==> config.mk <==
export PLATFORM = sky130hd
export DESIGN_NAME = aes_key_expand_nch
export DESIGN_NICKNAME = d
export VERILOG_FILES = /design/src/rtl/aes_key_expand_nch.sv
export SDC_FILE = /design/constraint.sdc
export NUM_CORES = 2
export LEC_CHECK = 0
export ABC_CLOCK_PERIOD_IN_PS = 22500
export CORE_UTILIZATION = 53
export CTS_CLUSTER_SIZE = 40
export DETAILED_ROUTE_END_ITERATION = 12
export PLACE_DENSITY = 0.73
export SYNTH_ARGS = -nofsm -noshare
export SYNTH_HDL_FRONTEND = slang
export SYNTH_SLANG_ARGS = --single-unit
==> constraint.sdc <==
create_clock -name clk -period 22.5 [get_ports clk]
set_clock_uncertainty 0.05 [all_clocks]
set_input_delay 6.75 -clock clk [delete_from_list [all_inputs] [get_ports clk]]
set_output_delay 6.75 -clock clk [all_outputs]
set_load 0.05 [all_outputs]
==> src/rtl/aes_key_expand_nch.sv <==
// aes_key_expand_nch: N-channel time-interleaved AES-128/256 key expander, one tagged round key per cycle.
// Optional build macro AES_KS_ABORT_EN adds an abort input that returns the block to IDLE.

module aes_sbox (
  input  logic [7:0] in_i,
  output logic [7:0] out_o
);
  function automatic logic [7:0] gf_mul(input logic [7:0] a, input logic [7:0] b);
    logic [7:0] p;
    logic [7:0] x;
    p = 8'h00;
    x = a;
    for (int i = 0; i < 8; i++) begin
      if (b[i]) p = p ^ x;
      x = {x[6:0], 1'b0} ^ (x[7] ? 8'h1b : 8'h00);
    end
    return p;
  endfunction

  // Multiplicative inverse as x^254 (maps 0 to 0), then the affine transform
  function automatic logic [7:0] sbox(input logic [7:0] x);
    logic [7:0] x2, x3, x6, x12, x15, x30, x60, x120, x240, x252, b;
    x2   = gf_mul(x, x);
    x3   = gf_mul(x2, x);
    x6   = gf_mul(x3, x3);
    x12  = gf_mul(x6, x6);
    x15  = gf_mul(x12, x3);
    x30  = gf_mul(x15, x15);
    x60  = gf_mul(x30, x30);
    x120 = gf_mul(x60, x60);
    x240 = gf_mul(x120, x120);
    x252 = gf_mul(x240, x12);
    b    = gf_mul(x252, x2);
    return b ^ {b[6:0], b[7]} ^ {b[5:0], b[7:6]} ^ {b[4:0], b[7:5]} ^ {b[3:0], b[7:4]} ^ 8'h63;
  endfunction

  assign out_o = sbox(in_i);
endmodule

module aes_key_expand_nch #(
  parameter int unsigned N       = 4,
  parameter int unsigned KEY_LEN = 128,
  localparam int unsigned CHW    = (N > 1) ? $clog2(N) : 1
) (
  input  logic               clk,
  input  logic               rstn,
`ifdef AES_KS_ABORT_EN
  input  logic               abort,
`endif
  input  logic               key_vld,
  output logic               key_rdy,
  input  logic [KEY_LEN-1:0] key_in,
  output logic               rk_vld,
  input  logic               rk_rdy,
  output logic [127:0]       rk,
  output logic [CHW-1:0]     rk_ch,
  output logic [3:0]         rk_rnd,
  output logic               busy
);
  localparam int unsigned NR    = (KEY_LEN == 256) ? 14 : 10;
  localparam bit          IS256 = (KEY_LEN == 256);

  typedef enum logic [1:0] {IDLE, LOAD, EXPAND} state_e;

  state_e             state_q, state_d;
  logic [CHW-1:0]     ch_q, ch_d;
  logic [3:0]         rnd_q, rnd_d;
  logic               rdy_en_q;
  logic               rk_vld_q, rk_vld_d;
  logic [127:0]       rk_q, rk_d;
  logic [CHW-1:0]     rk_ch_q, rk_ch_d;
  logic [3:0]         rk_rnd_q, rk_rnd_d;
  logic [KEY_LEN-1:0] ring_q [N];
  logic               ring_we;
  logic [CHW-1:0]     ring_wa;
  logic [KEY_LEN-1:0] ring_wd;

  logic               abort_c;
  logic               out_free_c;
  logic               key_acc_c;
  logic [KEY_LEN-1:0] head_c;
  logic [127:0]       lo4_c;
  logic               rot_c;
  logic               skip_c;
  logic [3:0]         rcon_idx_c;
  logic [31:0]        last_c, sub_in_c, sub_out_c, t_c;
  logic [31:0]        n0_c, n1_c, n2_c, n3_c;
  logic [127:0]       nw_c;
  logic [KEY_LEN-1:0] new_entry_c;

`ifdef AES_KS_ABORT_EN
  assign abort_c = abort;
`else
  assign abort_c = 1'b0;
`endif

  function automatic logic [7:0] rcon(input logic [3:0] r);
    case (r)
      4'd1:    return 8'h01;
      4'd2:    return 8'h02;
      4'd3:    return 8'h04;
      4'd4:    return 8'h08;
      4'd5:    return 8'h10;
      4'd6:    return 8'h20;
      4'd7:    return 8'h40;
      4'd8:    return 8'h80;
      4'd9:    return 8'h1b;
      4'd10:   return 8'h36;
      default: return 8'h00;
    endcase
  endfunction

  assign out_free_c = !rk_vld_q || rk_rdy;
  assign key_rdy    = rdy_en_q && out_free_c && !abort_c && (state_q == IDLE || state_q == LOAD);
  assign key_acc_c  = key_vld && key_rdy;

  // Head-channel expansion step; AES-256 odd rounds skip RotWord and Rcon
  assign head_c     = ring_q[ch_q];
  assign lo4_c      = head_c[KEY_LEN-1 -: 128];
  assign last_c     = head_c[31:0];
  assign rot_c      = !(IS256 && rnd_q[0]);
  assign skip_c     = IS256 && (rnd_q == 4'd1);
  assign rcon_idx_c = IS256 ? (rnd_q >> 1) : rnd_q;
  assign sub_in_c   = rot_c ? {last_c[23:0], last_c[31:24]} : last_c;

  for (genvar i = 0; i < 4; i++) begin : g_sbox
    aes_sbox u_sbox (
      .in_i  (sub_in_c[8*i +: 8]),
      .out_o (sub_out_c[8*i +: 8])
    );
  end

  assign t_c  = sub_out_c ^ (rot_c ? {rcon(rcon_idx_c), 24'h000000} : 32'h0);
  assign n0_c = lo4_c[127:96] ^ t_c;
  assign n1_c = lo4_c[95:64]  ^ n0_c;
  assign n2_c = lo4_c[63:32]  ^ n1_c;
  assign n3_c = lo4_c[31:0]   ^ n2_c;
  assign nw_c = {n0_c, n1_c, n2_c, n3_c};

  if (KEY_LEN == 256) begin : g_256
    assign new_entry_c = {head_c[127:0], nw_c};
  end else begin : g_128
    assign new_entry_c = nw_c;
  end

  // Next-state, ring write and output-register logic
  always_comb begin
    state_d  = state_q;
    ch_d     = ch_q;
    rnd_d    = rnd_q;
    rk_vld_d = rk_vld_q && !rk_rdy;
    rk_d     = rk_q;
    rk_ch_d  = rk_ch_q;
    rk_rnd_d = rk_rnd_q;
    ring_we  = 1'b0;
    ring_wa  = ch_q;
    ring_wd  = new_entry_c;
    if (abort_c) begin
      state_d  = IDLE;
      rk_vld_d = 1'b0;
    end else begin
      case (state_q)
        IDLE: begin
          if (key_acc_c) begin
            ring_we  = 1'b1;
            ring_wa  = '0;
            ring_wd  = key_in;
            rk_vld_d = 1'b1;
            rk_d     = key_in[KEY_LEN-1 -: 128];
            rk_ch_d  = '0;
            rk_rnd_d = 4'd0;
            if (N == 1) begin
              state_d = EXPAND;
              ch_d    = '0;
              rnd_d   = 4'd1;
            end else begin
              state_d = LOAD;
              ch_d    = CHW'(1);
            end
          end
        end
        LOAD: begin
          if (key_acc_c) begin
            ring_we  = 1'b1;
            ring_wd  = key_in;
            rk_vld_d = 1'b1;
            rk_d     = key_in[KEY_LEN-1 -: 128];
            rk_ch_d  = ch_q;
            rk_rnd_d = 4'd0;
            if (ch_q == CHW'(N - 1)) begin
              state_d = EXPAND;
              ch_d    = '0;
              rnd_d   = 4'd1;
            end else begin
              ch_d = ch_q + CHW'(1);
            end
          end
        end
        EXPAND: begin
          if (out_free_c) begin
            ring_we  = !skip_c;
            rk_vld_d = 1'b1;
            rk_d     = skip_c ? head_c[127:0] : nw_c;
            rk_ch_d  = ch_q;
            rk_rnd_d = rnd_q;
            if (ch_q == CHW'(N - 1)) begin
              ch_d = '0;
              if (rnd_q == 4'(NR)) begin
                state_d = IDLE;
                rnd_d   = 4'd0;
              end else begin
                rnd_d = rnd_q + 4'd1;
              end
            end else begin
              ch_d = ch_q + CHW'(1);
            end
          end
        end
        default: state_d = IDLE;
      endcase
    end
  end

  always_ff @(posedge clk or negedge rstn) begin
    if (!rstn) begin
      state_q  <= IDLE;
      ch_q     <= '0;
      rnd_q    <= 4'd0;
      rdy_en_q <= 1'b0;
      rk_vld_q <= 1'b0;
      rk_q     <= '0;
      rk_ch_q  <= '0;
      rk_rnd_q <= 4'd0;
      for (int i = 0; i < N; i++) ring_q[i] <= '0;
    end else begin
      state_q  <= state_d;
      ch_q     <= ch_d;
      rnd_q    <= rnd_d;
      rdy_en_q <= 1'b1;
      rk_vld_q <= rk_vld_d;
      rk_q     <= rk_d;
      rk_ch_q  <= rk_ch_d;
      rk_rnd_q <= rk_rnd_d;
      if (ring_we) ring_q[ring_wa] <= ring_wd;
    end
  end

  assign rk_vld = rk_vld_q;
  assign rk     = rk_q;
  assign rk_ch  = rk_ch_q;
  assign rk_rnd = rk_rnd_q;
  assign busy   = (state_q != IDLE);

endmodule

Word-level counts from Yosys, hierarchy flattened
Memories as Yosys holds them, arrays and structs flattened.
Cells that the tools add are included.
{"block": "totals", "in_bits": 132, "n_memories": 1, "word_cells": 1394, "romBits": 128, "reg_bits": 656}
{"block": "op_classes", "n_reduce_logical": 19, "n_eq_ne": 11, "n_mux": 703, "bitwise": 643, "n_addsub": 2, "order_cmp": 3}
{"memory": "(no name shown)", "words": 16, "width": 8, "read_ports": 1, "rd_ports_with_merged_regs": 0, "write_ports": 0, "line_no": "98", "text": "case (r)"}
{"op": "8-bit XOR", "n": 632}
{"op": "8-bit two-way mux", "n": 352}
{"op": "5-bit two-way mux", "n": 308}
{"op": "128-bit two-way mux", "n": 7}
{"op": "512-bit bitwise mux", "n": 1}
{"op": "128-bit binary-select mux with 2-bit select", "n": 1}
{"op": "128-bit demux with 2-bit select", "n": 1}
{"op": "128-bit case mux with 2 select lines", "n": 1}
{"op": "32-bit XOR", "n": 5}
{"op": "2-bit two-way mux", "n": 14}
{"op": "4-bit two-way mux", "n": 7}
{"op": "2-bit case mux with 3 select lines", "n": 3}
{"op": "4-bit NOT", "n": 4}
{"op": "4-bit case mux with 2 select lines", "n": 2}
{"op": "2-bit inequality test, second input constant", "n": 5}
{"op": "3-bit >= comparator, second input constant", "n": 2}
{"op": "2-bit NOT with 3-bit output", "n": 2}
{"op": "6-bit AND reduction", "n": 1}
{"op": "2-bit nonzero test", "n": 3}
{"op": "1-bit logical AND", "n": 5}
{"op": "5-bit AND reduction", "n": 1}
{"op": "4-bit by 1-bit adder with 4-bit output, second input constant", "n": 1}
{"op": "2-bit == test, second input constant", "n": 2}
{"op": "4-bit == test, second input constant", "n": 1}
{"op": "13 further kinds", "n": 20}

Logic depth before layout (Yosys ltp)
{"block": "depth", "ltp_word": 193, "ltp_mapped": 97, "mapped_depth_nobuf": 77}

By module
Synthesis repeated with hierarchy kept, for this count alone.
{"block": "hier_totals", "hier_cells": 8380, "hier_area_um2": 74272.5}
{"mod": "aes_sbox", "n_inst": 4, "cells_each": 1346, "area_per_inst_um2": 10839.1, "seq_area_each_um2": 0.0}
{"mod": "aes_key_expand_nch", "n_inst": 1, "cells_each": 2996, "area_per_inst_um2": 30915.9, "seq_area_each_um2": 16415.7}

Worst setup path after synthesis
No wires, ideal clock.
{"block": "synth_timing", "path_type": "flip-flop to flip-flop", "from": "register ch_q[0]", "to": "register ring_q[285] (netlist name)", "arrival_time_ps": 22269, "setup_time_ps": 95, "n_path_buf": 17, "path_stages_with_launch": 94, "period_less_slack_ps": 22414, "slack_ps": 86, "cell_sequence": "dfrtp_1 -> buf_6 -> mux4_2 -> buf_2 -> buf_2 -> clkbuf_1 -> clkbuf_1 -> ha_1 -> clkbuf_1 -> xnor3_1 -> nor2_1 -> xor2_2 -> xnor3_1 -> xnor3_1 -> nor2_1 -> nor3_1 -> a21oi_1 -> or3_1 -> [... 58 more ...] -> nand2_1 -> xnor2_1 -> xnor2_1 -> xnor3_1 -> xnor3_1 -> xor2_2 -> xnor2_1 -> nor2_1 -> xor2_1 -> xnor2_1 -> xnor3_1 -> xor2_1 -> xnor3_1 -> xor2_1 -> xnor2_1 -> xnor2_1 -> nor2_1 -> o31ai_1"}
{"block": "synth_between", "elab_chain_len": 186, "word_cells_on_any_way": 344, "classes_between": "order compare: 2; mux: 175; bitwise: 166; reduce/logical: 1"}
{"item": "from (decl)", "line_no": "66", "text": "logic [CHW-1:0] ch_q, ch_d;"}
{"item": "from (signal assigned)", "line_no": "237", "text": "ch_q <= ch_d;"}
{"item": "2-bit NOT with 3-bit output (not written as such)", "line_no": "118", "text": "assign head_c = ring_q[ch_q];"}
{"item": "128-bit binary-select mux with 2-bit select", "line_no": "118"}
{"item": "128-bit two-way mux (not written as such) (2 in a row)", "line_no": "118"}
{"item": "5-bit two-way mux (tied with other cells)", "line_no": "15", "text": "x = {x[6:0], 1'b0} ^ (x[7] ? 8'h1b : 8'h00);"}
{"item": "8-bit XOR, on equally long branches", "line_no": "15, 14"}
{"item": "8-bit XOR / 8-bit two-way mux (equally long branches)", "line_no": "14", "text": "if (b[i]) p = p ^ x;"}
{"item": "8-bit two-way mux / 8-bit XOR (equally long branches)", "line_no": "14"}
{"item": "8-bit XOR / 8-bit two-way mux (equally long branches)", "line_no": "14"}
{"item": "[... 169 more ...]"}
{"item": "32-bit XOR", "line_no": "133", "text": "assign t_c = sub_out_c ^ (rot_c ? {rcon(rcon_idx_c), 24'h000000} : 32'h0);"}
{"item": "32-bit XOR", "line_no": "134", "text": "assign n0_c = lo4_c[127:96] ^ t_c;"}
{"item": "32-bit XOR", "line_no": "135", "text": "assign n1_c = lo4_c[95:64] ^ n0_c;"}
{"item": "32-bit XOR", "line_no": "136", "text": "assign n2_c = lo4_c[63:32] ^ n1_c;"}
{"item": "32-bit XOR", "line_no": "137", "text": "assign n3_c = lo4_c[31:0] ^ n2_c;"}
{"item": "128-bit two-way mux", "line_no": "164, 183"}
{"item": "128-bit two-way mux"}
{"item": "512-bit bitwise mux *", "line_no": "244", "text": "if (ring_we) ring_q[ring_wa] <= ring_wd;"}
{"item": "to (signal, indexed assignment)", "line_no": "244"}
{"item": "to (decl)", "line_no": "73", "text": "logic [KEY_LEN-1:0] ring_q [N];"}
Mark *: on every way between the ends. The rest lies on a longest branch, timed or not. The select of a mux whose other input is x is not followed.
A chain may end at the register's enable or synchronous reset.

Worst setup path in the final report
{"block": "layout_timing", "from": "register ch_q[1]", "to": "register ring_q[388] (netlist name)"}
{"block": "layout_between", "elab_chain_len": 185, "word_cells_on_any_way": 343, "classes_between": "order compare: 2; mux: 175; bitwise: 165; reduce/logical: 1"}
{"item": "2-bit NOT with 3-bit output (not written as such)", "line_no": "118"}
{"item": "128-bit binary-select mux with 2-bit select", "line_no": "118"}
{"item": "128-bit two-way mux (not written as such) (2 in a row)", "line_no": "118"}
{"item": "5-bit two-way mux (tied with other cells)", "line_no": "15"}
{"item": "8-bit XOR, on equally long branches", "line_no": "15, 14"}
{"item": "8-bit XOR / 8-bit two-way mux (equally long branches)", "line_no": "14"}
{"item": "8-bit two-way mux / 8-bit XOR (equally long branches)", "line_no": "14"}
{"item": "8-bit XOR / 8-bit two-way mux (equally long branches)", "line_no": "14"}
{"item": "[... 168 more ...]"}
{"item": "32-bit XOR", "line_no": "133"}
{"item": "32-bit XOR", "line_no": "134"}
{"item": "32-bit XOR", "line_no": "135"}
{"item": "32-bit XOR", "line_no": "136"}
{"item": "32-bit XOR", "line_no": "137"}
{"item": "128-bit two-way mux", "line_no": "164, 183"}
{"item": "128-bit two-way mux"}
{"item": "512-bit bitwise mux *", "line_no": "244"}
Marks and branches as above.

==> metrics list <==
- Outcome: completed
* Portion of synthesized cell area occupied by the leading cell type: 21.1%
- Library cell with the highest instance count after synthesis: nand2_1
- After the last flow step, the layout net total stands at 9331.
* Placed standard-cell area: 83000 um^2
- Across the run, the number of max-cap violations was 0.
* Cell type with the largest total area after synthesis: dfrtp_1
- Storage element area: 16400 um^2
- Ranking of synthesized cells by area: dfrtp_1, xnor2_1, xnor3_1
- Row cnt: 140
- Ratio of cells with drive above 1 in the final layout: 11.4%
- Cell occurring most often along the worst timing path: xnor3_1
- For the worst setup path, the data arrival time is 22080 ps.
- Summed over all nets, the half-perimeter wirelength after detailed placement is 170000 um.
- The die is 385 um tall.
- Setup violations remaining at the end of the flow were counted as 0.
* Overall track demand over capacity in global routing: 31.3%
- GP Congestion: 0.939
- Setup repair after global routing missed its margin: yes
- Post-synthesis register bit count: 656
- Counting every instance in the synthesized netlist gives 9032.
- H-tree levels: 3
- In this run the worst path has a maximum fanout of 33.
- DR pass1 iterations: 7
- Data required time of the critical path: 22970 ps
- The synthesized netlist occupies a cell area of 77700 um^2.
* Final standard cell count with taps included and fillers excluded: 11100
* Fraction of the yosys area taken by sequential cells: 21.1%
- Remaining antenna violation count after routing: 0
- The first routing iteration left 7366 violations.
- The slowest stage of the critical path belongs to the cell xnor3_1.
- Antenna violations before repair: 8
- Total global routing overflow: 0
- In the routed layout, each cell is associated on average with a via count of 6.17.
* Measured slew at the worst slew-check pin: 1340 ps
- Most frequent cells after synthesis: nand2_1, xnor2_1, nor2_1
- Derived from the worst setup path, the maximum achievable clock frequency is 46.3 MHz.
- The layout has 12500 filler cells.
* Vias in the first global route: 64700
- The final critical path takes up 96.0% of the cycle.
- On the worst path, the slowest cell contributes a delay of 720 ps.
- Largest net degree at the start of global routing: 182
- Counting along the longest clock path gives a buffer depth of 3.
- TritonCTS built the clock tree.
- After layout, the minimum clock period comes to 21610 ps.
- CTS Hold Buffers Added: 0
* Die outline width: 385 um
* DR vias: 68600
* Total DRC errors in the routed layout: 0
- In the final routed layout, each cell accounts on average for 21.7 um.
- Net Count, Synth: 9204
* Post-layout instance area: 86300 um^2
- Input and output buffers added on the ports amount to 268.
- The synthesized design contains 0 enable-type register cells.
* Synth warn: 0
- Global-route wire length before repair: 372000 um
- Kind of critical path: register to register
- The min-delay analysis places its worst path in the category register to register.
* Crit path launch type: register
* Area of the multi-input gates: 58800 um^2
* Worst-Skew Late Latency: 640 ps
* Total die area: 148000 um^2
* CTS clk-pin slew, worst paths: 70 ps
- For this block, the routed nets add up to 241000 um of wire.
* Io pins: 269
- Standard cell core area: 146000 um^2
- OpenSTA, run right after detailed placement, puts the worst setup slack at -356 ps.
- Dividing the synthesized area by the synthesized cell count gives 8.61 um^2.
* Proportion of synthesized flip-flops having asynchronous set or reset: 100%
- Final Worst Setup Slack: 890 ps
* Initial core utilization: 53.4%
* Main flop type after synthesis: dfrtp_1
- Cell variety after synth: 124
* Headroom to the max-slew limit: 10.3%
* Critical Path Sink Type: register
* CTS buffer count: 68
- The tree is rooted in a clkbuf_16.
* Final Hold Viols: 0
- Counting every sink on the clock net gives 656.
* Synth-to-layout area growth: 11.0%
* Number of placed cells counting well taps: 11000
* Max-slew violation total from the final report: 0
metal layers:
| metal | global-route usage, % | share of wire, % |
|---|---|---|
| met5 | 0 | 0.038 |
| met2 | 48.4 | 45 |
| met3 | 5.82 | 9.9 |
| met4 | 9.33 | 3.2 |
| met1 | 44.4 | 42 |
state kept, by name, summed over array words and instances, names as in the netlist:
name        flops
rk_ch           2
ch_q            2
rcon_idx_c      4
rk            128
rdy_en_q        1
ring_q        512
state_q         2
rk_vld          1
rk_rnd          4
cells in the final DEF (no fill, tap or decap), drive strengths merged, types with 68 or more instances in the layout:
cell type,Yosys,layout
a21oi,393,393
a31oi,185,185
and2,68,68
buf,272,403
clkbuf,342,96
clkdlybuf4s50,0,267
dfrtp,656,656
inv,120,127
mux2i,282,282
mux4,127,129
nand2,1349,1349
nand2b,70,70
nand3,138,138
nor2,999,999
nor2b,69,69
nor3,137,137
o21ai,501,501
o22ai,79,79
o31ai,128,128
xnor2,1435,1435
xnor3,343,343
xor2,439,439
critical path, delay by kind of cell, from the launching register on:
family | cells | cell delay, ps
xor gates and xnor gates | 29 | 10470
and+or+nand+nor | 12 | 3060
AOI/OAI and AO/OA | 10 | 2330
buffers and inverters | 9 | 1950
adders and majority gates | 4 | 1600
muxes | 4 | 1300
DFF | 1 | 660
cell families after synthesis:
| family | Yosys count | synth area share [%] |
|---|---|---|
| AO/OA/AOI/OAI | 1759 | 14.4 |
| XOR/XNOR | 2270 | 34.3 |
| adder cells (fa/ha/maj) | 42 | 0.669 |
| buffers and inverters | 754 | 4.32 |
| flip-flops | 656 | 21.1 |
| multiplexers | 456 | 8.02 |
| other | 1 | 0.00482 |
| AND/OR/NAND/NOR | 3094 | 17.2 |
cell type report:
class | instances | area share [%]
well taps | 1917 | 2.78
clock buffers | 95 | 2.31
clock inverters | 23 | 0.322
flip-flops and latches | 656 | 19.0
multi-input cells | 7624 | 68.2
diodes | 4 | 0.0116
inverters | 138 | 0.607
repair buffers | 671 | 6.77
path summary, 6_finish.rpt:
kind | slack, ps | end | cells after the start | startpoint
min in group asynchronous | 6050 | rk[95] | 1 | rstn
hold / removal | 420 | ring_q[407] | 2 | ring_q[407]
max in group asynchronous | 13870 | ring_q[325] | 3 | rstn
setup reg to reg | 890 | ring_q[388] | 68 | ch_q[1]
setup / recovery | 890 | ring_q[388] | 68 | ch_q[1]
hold reg to reg | 420 | ring_q[407] | 2 | ring_q[407]
stage by stage:
step | hold WS [ps] | util (%) | TNS [ps]
finish | 420 | 59.3 | 0
global route | 444 | 59.3 | -849
CTS | 419 | 58.6 | 0
detailed placement | 405 | 57.0 | -8910
global placement | 402 | 57.0 | -524
floorplan | 383 | - | 0
what timing repair did:
item | CTS | global route
pin swaps | 0 | 9
setup endpoints to repair | 100 | 634
gates resized for setup | 8 | 111
setup buffers | 0 | 31
gates cloned | 0 | 3
Power is left out: the tool's default activity adds up to more than one toggle a clock period on the data nets, which glitch-free logic cannot reach.
